### src/rtl/riscv_lsu_pkg.sv
// Shared load/store function encodings and access-size helpers for the LSU.
// Contents:
//   LD_FUNCT_W / ST_FUNCT_W   widths of the EX->MEM load and store function fields
//   LD_* / ST_*               load and store encodings (*_NOP marks a plain ALU op)
//   acc_size_e                access width decoded from the function fields
//   access_size()             decode helper; a non-NOP load wins over a store
//   is_misaligned()           natural-alignment check for a given access width
package riscv_lsu_pkg;

  localparam int unsigned LD_FUNCT_W = 3;
  localparam int unsigned ST_FUNCT_W = 2;

  localparam logic [LD_FUNCT_W-1:0] LD_NOP = 3'd0;
  localparam logic [LD_FUNCT_W-1:0] LD_LB  = 3'd1;
  localparam logic [LD_FUNCT_W-1:0] LD_LH  = 3'd2;
  localparam logic [LD_FUNCT_W-1:0] LD_LW  = 3'd3;
  localparam logic [LD_FUNCT_W-1:0] LD_LBU = 3'd4;
  localparam logic [LD_FUNCT_W-1:0] LD_LHU = 3'd5;

  localparam logic [ST_FUNCT_W-1:0] ST_NOP = 2'd0;
  localparam logic [ST_FUNCT_W-1:0] ST_SB  = 2'd1;
  localparam logic [ST_FUNCT_W-1:0] ST_SH  = 2'd2;
  localparam logic [ST_FUNCT_W-1:0] ST_SW  = 2'd3;

  typedef enum logic [1:0] {SzByte, SzHalf, SzWord} acc_size_e;

  function automatic acc_size_e access_size(input logic [LD_FUNCT_W-1:0] ld_funct,
                                            input logic [ST_FUNCT_W-1:0] st_funct);
    acc_size_e size;
    size = SzByte;
    if (ld_funct != LD_NOP) begin
      case (ld_funct)
        LD_LH, LD_LHU: size = SzHalf;
        LD_LW:         size = SzWord;
        default:       size = SzByte;
      endcase
    end else begin
      case (st_funct)
        ST_SH:   size = SzHalf;
        ST_SW:   size = SzWord;
        default: size = SzByte;
      endcase
    end
    return size;
  endfunction

  function automatic logic is_misaligned(input acc_size_e size, input logic [1:0] addr_lo);
    logic mis;
    case (size)
      SzHalf:  mis = addr_lo[0];
      SzWord:  mis = (addr_lo != 2'b00);
      default: mis = 1'b0;
    endcase
    return mis;
  endfunction

endpackage

### src/rtl/riscv_lsu_align.sv
// Byte-enable generation and store-data lane replication (purely combinational).
// Ports:
//   ld_funct, st_funct  in   op function fields (a non-NOP load takes precedence)
//   addr_lo             in   effective address bits [1:0]
//   wdata               in   raw store data from EX
//   be                  out  byte enables (all ones for loads)
//   wdata_rep           out  store data replicated across the byte lanes
//   offset              out  byte offset truncated to the access size
module riscv_lsu_align
  import riscv_lsu_pkg::*;
(
  input  logic [LD_FUNCT_W-1:0] ld_funct,
  input  logic [ST_FUNCT_W-1:0] st_funct,
  input  logic [1:0]            addr_lo,
  input  logic [31:0]           wdata,
  output logic [3:0]            be,
  output logic [31:0]           wdata_rep,
  output logic [1:0]            offset
);

  acc_size_e size;

  always_comb begin
    size      = access_size(ld_funct, st_funct);
    offset    = 2'b00;
    be        = 4'b1111;
    wdata_rep = wdata;
    case (size)
      SzByte: begin
        offset    = addr_lo;
        be        = 4'b0001 << addr_lo;
        wdata_rep = {4{wdata[7:0]}};
      end
      SzHalf: begin
        // Dropping addr_lo[0] is what truncates a misaligned halfword.
        offset    = {addr_lo[1], 1'b0};
        be        = 4'b0011 << {addr_lo[1], 1'b0};
        wdata_rep = {2{wdata[15:0]}};
      end
      default: begin
        offset    = 2'b00;
        be        = 4'b1111;
        wdata_rep = wdata;
      end
    endcase
    // Loads always fetch the whole word; WB extracts the lane via mem_wb_baddr.
    if (ld_funct != LD_NOP) begin
      be = 4'b1111;
    end
  end

endmodule

### src/rtl/riscv_lsu.sv
// RISC-V load/store unit: single-entry holding register between EX and WB that
// drives a simple request/acknowledge data bus.
// Ports:
//   clk, rstn                 clock (rising edge), asynchronous active-low reset
//   us_rdy / us_ack           upstream (EX) handshake; us_ack is the only
//                             combinational output
//   ex_mem_*                  op from EX: load/store function, address, store
//                             data, ALU result, destination register
//   data_bif_*                data bus: req/we/addr/be/wdata out, ack in
//   ds_rdy / ds_ack           downstream (WB) handshake
//   mem_wb_*                  op presented to WB: load type, data, rd, byte offset
//   mem_misalign              one-cycle misalignment fault pulse
// Build option: define RISCV_MISALIGN_TRAP_EN to trap misaligned halfword/word
// accesses instead of silently truncating the low address bits.
module riscv_lsu
  import riscv_lsu_pkg::*;
(
  input  logic                  clk,
  input  logic                  rstn,
  input  logic                  us_rdy,
  output logic                  us_ack,
  input  logic [LD_FUNCT_W-1:0] ex_mem_ld_funct,
  input  logic [ST_FUNCT_W-1:0] ex_mem_st_funct,
  input  logic [31:0]           ex_mem_addr,
  input  logic [31:0]           ex_mem_wdata,
  input  logic [31:0]           ex_mem_data,
  input  logic [4:0]            ex_mem_rsd,
  output logic                  data_bif_req,
  output logic                  data_bif_we,
  output logic [31:0]           data_bif_addr,
  output logic [3:0]            data_bif_be,
  output logic [31:0]           data_bif_wdata,
  input  logic                  data_bif_ack,
  output logic                  ds_rdy,
  input  logic                  ds_ack,
  output logic [LD_FUNCT_W-1:0] mem_wb_funct,
  output logic [31:0]           mem_wb_data,
  output logic [4:0]            mem_wb_rsd,
  output logic [1:0]            mem_wb_baddr,
  output logic                  mem_misalign
);

  typedef enum logic [1:0] {StIdle, StLoad, StStore, StPass} state_e;

  state_e state_q, state_d, op_state;

  logic is_ld, is_st, mis, accept;

  logic [3:0]  align_be;
  logic [31:0] align_wdata;
  logic [1:0]  align_offset;

  logic                  req_q, req_d;
  logic                  we_q, we_d;
  logic                  ds_rdy_q, ds_rdy_d;
  logic [31:0]           bif_addr_q, bif_addr_d;
  logic [3:0]            bif_be_q, bif_be_d;
  logic [31:0]           bif_wdata_q, bif_wdata_d;
  logic [LD_FUNCT_W-1:0] wb_funct_q, wb_funct_d;
  logic [31:0]           wb_data_q, wb_data_d;
  logic [4:0]            wb_rsd_q, wb_rsd_d;
  logic [1:0]            wb_baddr_q, wb_baddr_d;

  // A store is only a store when no load is requested alongside it.
  assign is_ld = (ex_mem_ld_funct != LD_NOP);
  assign is_st = !is_ld && (ex_mem_st_funct != ST_NOP);

`ifdef RISCV_MISALIGN_TRAP_EN
  assign mis = (is_ld || is_st) &&
               is_misaligned(access_size(ex_mem_ld_funct, ex_mem_st_funct), ex_mem_addr[1:0]);
`else
  assign mis = 1'b0;
`endif

  riscv_lsu_align u_align (
    .ld_funct  (ex_mem_ld_funct),
    .st_funct  (ex_mem_st_funct),
    .addr_lo   (ex_mem_addr[1:0]),
    .wdata     (ex_mem_wdata),
    .be        (align_be),
    .wdata_rep (align_wdata),
    .offset    (align_offset)
  );

  // Upstream acknowledge: free slot, or the held op retires this cycle.
  always_comb begin
    us_ack = 1'b0;
    unique case (state_q)
      StIdle:         us_ack = 1'b1;
      StLoad, StPass: us_ack = ds_ack;
      StStore:        us_ack = 1'b0;
    endcase
  end

  assign accept = us_rdy && us_ack;

  // State register plus the registered outputs.
  always_ff @(posedge clk or negedge rstn) begin
    if (!rstn) begin
      state_q     <= StIdle;
      req_q       <= 1'b0;
      we_q        <= 1'b0;
      ds_rdy_q    <= 1'b0;
      bif_addr_q  <= 32'h0;
      bif_be_q    <= 4'h0;
      bif_wdata_q <= 32'h0;
      wb_funct_q  <= LD_NOP;
      wb_data_q   <= 32'h0;
      wb_rsd_q    <= 5'd0;
      wb_baddr_q  <= 2'b00;
    end else begin
      state_q     <= state_d;
      req_q       <= req_d;
      we_q        <= we_d;
      ds_rdy_q    <= ds_rdy_d;
      bif_addr_q  <= bif_addr_d;
      bif_be_q    <= bif_be_d;
      bif_wdata_q <= bif_wdata_d;
      wb_funct_q  <= wb_funct_d;
      wb_data_q   <= wb_data_d;
      wb_rsd_q    <= wb_rsd_d;
      wb_baddr_q  <= wb_baddr_d;
    end
  end

  // Next state. Retiring with a new op waiting dispatches it in the same cycle.
  always_comb begin
    op_state = StPass;
    if (mis) begin
      op_state = StPass;
    end else if (is_ld) begin
      op_state = StLoad;
    end else if (is_st) begin
      op_state = StStore;
    end

    state_d = state_q;
    unique case (state_q)
      StIdle: begin
        if (us_rdy) state_d = op_state;
      end
      StLoad, StPass: begin
        if (ds_ack) state_d = us_rdy ? op_state : StIdle;
      end
      StStore: begin
        if (data_bif_ack) state_d = StPass;
      end
    endcase
  end

  // Next values of the registered outputs. Op fields only change on accept,
  // which keeps the bus address/data stable for the whole request.
  always_comb begin
    req_d    = (state_d == StLoad) || (state_d == StStore);
    we_d     = (state_d == StStore);
    ds_rdy_d = (state_d == StLoad) || (state_d == StPass);

    bif_addr_d  = bif_addr_q;
    bif_be_d    = bif_be_q;
    bif_wdata_d = bif_wdata_q;
    wb_funct_d  = wb_funct_q;
    wb_data_d   = wb_data_q;
    wb_rsd_d    = wb_rsd_q;
    wb_baddr_d  = wb_baddr_q;

    if (accept) begin
      bif_addr_d  = {ex_mem_addr[31:2], 2'b00};
      bif_be_d    = align_be;
      bif_wdata_d = align_wdata;
      wb_data_d   = ex_mem_data;
      wb_baddr_d  = align_offset;
      // Stores and trapped ops retire through WB as a no-op writing x0.
      wb_funct_d  = (is_ld && !mis) ? ex_mem_ld_funct : LD_NOP;
      wb_rsd_d    = (is_st || mis) ? 5'd0 : ex_mem_rsd;
    end
  end

  assign data_bif_req   = req_q;
  assign data_bif_we    = we_q;
  assign data_bif_addr  = bif_addr_q;
  assign data_bif_be    = bif_be_q;
  assign data_bif_wdata = bif_wdata_q;
  assign ds_rdy         = ds_rdy_q;
  assign mem_wb_funct   = wb_funct_q;
  assign mem_wb_data    = wb_data_q;
  assign mem_wb_rsd     = wb_rsd_q;
  assign mem_wb_baddr   = wb_baddr_q;

`ifdef RISCV_MISALIGN_TRAP_EN
  logic misalign_q;

  always_ff @(posedge clk or negedge rstn) begin
    if (!rstn) begin
      misalign_q <= 1'b0;
    end else begin
      misalign_q <= accept && mis;
    end
  end

  assign mem_misalign = misalign_q;
`else
  assign mem_misalign = 1'b0;
`endif

endmodule

### config.mk
export PLATFORM = sky130hd
export DESIGN_NAME = riscv_lsu
export DESIGN_NICKNAME = d
export VERILOG_FILES = /design/src/rtl/riscv_lsu_pkg.sv /design/src/rtl/riscv_lsu_align.sv /design/src/rtl/riscv_lsu.sv
export SDC_FILE = /design/constraint.sdc
export NUM_CORES = 1
export LEC_CHECK = 0
export ABC_AREA = 1
export CAP_MARGIN = 5
export CORE_UTILIZATION = 42
export DETAILED_ROUTE_END_ITERATION = 10
export GPL_ROUTABILITY_DRIVEN = 0
export PLACE_DENSITY = 0.82
export SYNTH_ARGS = -nofsm -noshare
export SYNTH_HDL_FRONTEND = slang
export SYNTH_HIERARCHICAL = 1
export SYNTH_SLANG_ARGS = --single-unit
### constraint.sdc
create_clock -name clk -period 1.61 [get_ports clk]
set_clock_uncertainty 0.15 [all_clocks]
set_input_delay 0.2415 -clock clk [delete_from_list [all_inputs] [get_ports clk]]
set_output_delay 0.2415 -clock clk [all_outputs]
set_load 0.005 [all_outputs]
== Word level (Yosys, flattened, before mapping) ==
Cells that the tools add are included.
W data, S select, Z words.
Cells by class
  shifts and indexed selects: 2
  $lt $le $gt $ge: 0
  equal/unequal tests: 12
  reductions and logical operators: 11
  add/sub/neg operators: 0
  div/mod/pow operators: 0
  multiply operators: 0
  mux-type cells: 17
  bitwise operators: 0
Operator list (number)
  $pmux W32 S2: 1
  $eq A2 B2 Y1 const B: 6
  $mux W2: 6
  $pmux W2 S2: 3
  $pmux W4 S2: 1
  $eq A2 B1 Y1 const B: 3
  $eq A3 B2 Y1 const B: 2
  $pmux W2 S3: 1
  $mux W5: 1
  $logic_not A2 Y1: 2
  $mux W4: 1
  $reduce_or A2 Y1: 2
  $shl A1 B2 Y4 const A: 1
  $shl A2 B2 Y4 const A: 1
  $eq A3 B3 Y1 const B: 1
  $mux W3: 1
  $pmux W1 S3: 1
  $reduce_bool A3 Y1: 1
  $logic_and A1 B1 Y1: 2
  $logic_or A1 B1 Y1: 2
  $reduce_bool A2 Y1: 1
  $logic_not A1 Y1: 1
  $mux W1: 1
Storage, ports and cells
  memory bits (read-only): 0
  flip-flop bits (word level): 113
  input port bits: 111
  output and inout bits: 115
  memories kept: 0
  bits in latches: 0
  RAM bits: 0

== Logic depth before layout (Yosys ltp) ==
Gate-level depths: netlist of the first run.
  depth in word-level cells: 10
  mapped depth: 11
  gate-level depth less buffers: 11

== By module ==
The synthesis of the first run kept the hierarchy.
By module, submodules not included
  riscv_lsu: area each 4335.4 um^2, times used 1, cells each 490
  riscv_lsu_align: area each 544.3 um^2, times used 1, cells each 114

== Worst setup path after synthesis of the first run ==
Ideal clock, no wire load.
  kind: register to register
  start: register state_q[0]
  end: register bif_wdata_q[10] (netlist: data_bif_wdata[10])
  clock period less this slack: 1336 ps
  setup time: 116 ps
  cell stages (with the launch flop): 8
  path buffers: 3
  setup slack: 274 ps
  arrival time: 1070 ps
  cell sequence: dfrtp_1 nand2_2 nand3_1 buf_2 buf_6 buf_6 nand2_1 nand2_1
On the way
  word-level cells in the longest chain between the ends: 4
  elaborated cells between the ends (all ways): 7
  those cells by class: eq/ne: 3; mux: 1; reduce/logical: 3
Ends and longest elaborated chain
  start, declared: RTL line riscv_lsu.sv:45  | state_e state_q, state_d, op_state;
  start signal, assigned: RTL line riscv_lsu.sv:100  | state_q <= StIdle;
  start signal, assigned: RTL line riscv_lsu.sv:112  | state_q <= state_d;
  $eq A2 B1 Y1 or $eq A2 B2 Y1 (tied branches): RTL line riscv_lsu.sv:88  | unique case (state_q)
  $reduce_or A2 Y1: RTL line riscv_lsu.sv:88
  $pmux W1 S3 *: RTL line riscv_lsu.sv:88
  $logic_and A1 B1 Y1 *: RTL line riscv_lsu.sv:95  | assign accept = us_rdy && us_ack;
  end signal, assigned: RTL line riscv_lsu.sv:118  | bif_wdata_q <= bif_wdata_d;
  end, declared: RTL line riscv_lsu.sv:58  | logic [31:0] bif_wdata_q, bif_wdata_d;
Every way passes the cells marked *; elsewhere a longest branch is shown, timed or not.
A chain may end at the register's enable or synchronous reset.

== Worst setup path in the final report of the first run ==
  start: register wb_data_q[9] (netlist: mem_wb_data[9])
  end: output port mem_wb_data[9]
RTL lines
  start, declared: RTL line riscv_lsu.sv:60  | logic [31:0] wb_data_q, wb_data_d;
  start signal, assigned: RTL line riscv_lsu.sv:120  | wb_data_q <= wb_data_d;
  end, declared: RTL line riscv_lsu.sv:37  | output logic [31:0] mem_wb_data,
No word-level cell between the ends.

==> metrics.cfg, run 1 <==
[finish]
final-seq-area_um2 = 2800
drive_gt1_frac = 0.0905
antenna-diode-count = 0
utilization = 0.717
final_area_um2 = 7950
area_growth_syn_to_layout_pct = 62.8
layout_commonest_cell = nand2_1
layout.cells.most_common_list = nand2_1, dfrtp_1, clkdlybuf4s50_1, dlymetal6s2s_1, dlygate4sd2_1
filler_cell_count = 823
final_nets = 958
multiInputGateArea_um2 = 1840

[timing]
timing.fmax_mhz = 634
final_count_of_hold_timing_violations = 0
maxSlewViolCount = 0
fin_crit_sh = 0.980
finalSetupViolations = 0
setup-tns-final_ns = 0
final_period_minus_worst_setup_slack_ns = 1.58
hold-worst-slack_ns = 0.210

[routing]
post_drt_wl_per_cell_um = 14.8
drtPass1Iterations = 4
routed_wirelength_mm = 14.6
drc = 0
detailroute.via_count = 4742
vias_per_cell = 4.79
first_iter_violations = 294
detail-route-antenna-nets = 0

[clock_tree]
tritoncts.num_buffers = 9
ctsLongestPathBuffers = 2
tritoncts = done
worst_setup_hold_path_clk_slew_ns = 0.07
clock-sinks = 112
clk_root_buffer_cell = clkbuf_16
clock_tree.htree_level_count = 3
clk_latency_ns = 0.33

[grt]
grt_util_all_layers = 0.232
antenna_found_initial = 0
grt_max_degree = 55
global_route_wire_length_before_repair_mm = 21.6
vias_in_the_first_global_route = 4397
grt-ovfl-total = 0

[synth]
ys.warnings.count = 6
yosysTopAreaCellShare = 0.574
synth_edf_count = 0
yosys.area.top_type = dfrtp_1
ys_async_sr_fraction = 1.00
seq_area_frac_synth = 0.574
synth_top_cells_by_area = dfrtp_1, nand2_1, buf_4
netlist-cell-type-count = 23
syn-instance-count = 604
yosys_most_used_dff = dfrtp_1
syn_std_cell_area_um2 = 4880
syn_avg_cell_area_um2 = 8.08
synth.ff_latch_count = 112

[run_status]
status = completed

[critical_path]
reg2reg_depth = 6
worst-setup-path-type = flop to output pin
worstSetupStartpointType = flop
r2r-start = state_q[0]
cp_data_required_time_ns = 1.22
crit_chain = clkdlybuf4s50_1
critical_path.endpoint_type = output pin
cp_max_fo = 2
timing.critical_path.buf_inv = 1
regToRegEndpoint = mem_wb_data[28]
crit_path_max_incr_delay_ns = 0.50
cp_data_arrival_time_ns = 1.19
critical-path-top-delay-family = buffers and inverters
reg2reg_slack_ns = 0.10
critical_path_top_delay_cell = clkdlybuf4s50_1
start_point_of_the_critical_path = mem_wb_data[9]

[placement]
port_buffers = 222
dpl.hpwl_mm = 10.6
placedInstanceArea_um2 = 7330

[floorplanning]
die-width_um = 110
chipHeight_um = 110
core_area_um2 = 11100
num_io_pins = 226
initial_core_util = 0.440
floorplan.die_area_um2 = 12100
rows = 38

[power_and_ir_drop]
vdd_ir_drop_max_uv = 692
p_leak_nw = 4.90
power_per_cell_area_nw_per_um2 = 1000

[min_path]
hp-class = input pin to async pin

[run]
max_cap_viol_count = 0

-- layout make-up --
| type | instances | area share |
|---|---|---|
| sequential | 112 | 0.353 |
| timing repair buffer | 263 | 0.350 |
| multi-input combinational | 444 | 0.232 |
| clock buffer | 10 | 0.0288 |
| tap | 140 | 0.0220 |
| inverter | 16 | 0.00787 |
| clock inverter | 6 | 0.00740 |
-- Yosys cell counts (2+ instances only) --
cell type and n:
inv_1 13, nor2_1 2, o21ai_0 10, nand2_1 394, dfrtp_1 112, nand2_4 2, inv_2 3, nand2_2 3
nand3_1 17, buf_6 7, buf_4 13, buf_2 17
-- state kept, by name (all words and copies together), names as in the netlist --
register	cells
data_bif_be	4
mem_wb_funct	3
mem_wb_data	32
mem_wb_baddr	2
data_bif_addr	30
data_bif_req	1
mem_wb_rsd	5
state_q	2
data_bif_we	1
data_bif_wdata	32
-- metrics by stage --
| stage | std cells | power [mW] | setup slack, ns |
|---|---|---|---|
| global route | 991 | 8.44 | -0.0187 |
| CTS | 975 | 8.04 | 0.0000746 |
| floorplan | 606 | 4.35 | 0.274 |
| detailed placement | 956 | 5.96 | -0.339 |
| finish | 991 | 7.95 | 0.0318 |
| global placement | 956 | 5.89 | -0.260 |
-- worst register-to-register path, stage by stage (launching register included) --
cell and delay [ns]:
dfrtp_1 0.41, nand2_2 0.11, nand2_1 0.10, nor2_4 0.17
buf_12 0.25, nand2_1 0.16, nand2_1 0.08
-- worst max-delay path by stage --
stage / cells after the start / endpoint / slack, ns
after global routing: 1 / mem_wb_data[20] / -0.02
after detailed placement: 9 / data_bif_wdata[13] / -0.34
after CTS: 1 / data_bif_addr[22] / 0.00007
final: 1 / mem_wb_data[9] / 0.03
after floorplan: 7 / data_bif_wdata[10] / 0.27
after global placement: 8 / data_bif_wdata[12] / -0.26
-- where the power goes --
| part | internal (mW) | switching (mW) |
|---|---|---|
| clock network | 1.20 | 0.952 |
| registers | 3.29 | 0.256 |
| logic | 1.26 | 0.988 |
-- what timing repair did --
item / CTS / global route
gates resized for setup: 41 / 86
hold endpoints to repair: 96 / 0
setup buffers: 2 / 13
pin swaps: 0 / 5
hold buffers: 1 / 0
setup endpoints to repair: 39 / 86
cloned: 0 / 3
-- logic make-up (layout without fill, tap and decap cells) --
group	after synthesis	count (layout)	synth area share
AO/OA/AOI/OAI	12	12	0.0123
flip-flops	112	112	0.574
buffers and inverters	53	295	0.0659
adder cells (fa/ha/maj)	1	1	0.00256
other	1	3	0.000768
AND/OR/NAND/NOR	425	428	0.344
-- layer usage --
layer  up-vias  GRT usage  share of wire
met3        12     0.0699          0.081
met2       189      0.399           0.50
met1      2246      0.289           0.41
li1       2295          -              -
met5         -          0              0
met4         0     0.0467         0.0068
Power figures use the tool's default switching activity.
==> inputs of run 2 (changes only) <==
--- a/config.mk
+++ b/config.mk
@@ -11,6 +11,7 @@
 export DETAILED_ROUTE_END_ITERATION = 10
 export GPL_ROUTABILITY_DRIVEN = 0
 export PLACE_DENSITY = 0.82
+export SLEW_MARGIN = 0
 export SYNTH_ARGS = -nofsm -noshare
 export SYNTH_HDL_FRONTEND = slang
 export SYNTH_HIERARCHICAL = 1
==> results of run 2 <==
No change in the layout: final DEF, timing and power equal those of run 1.
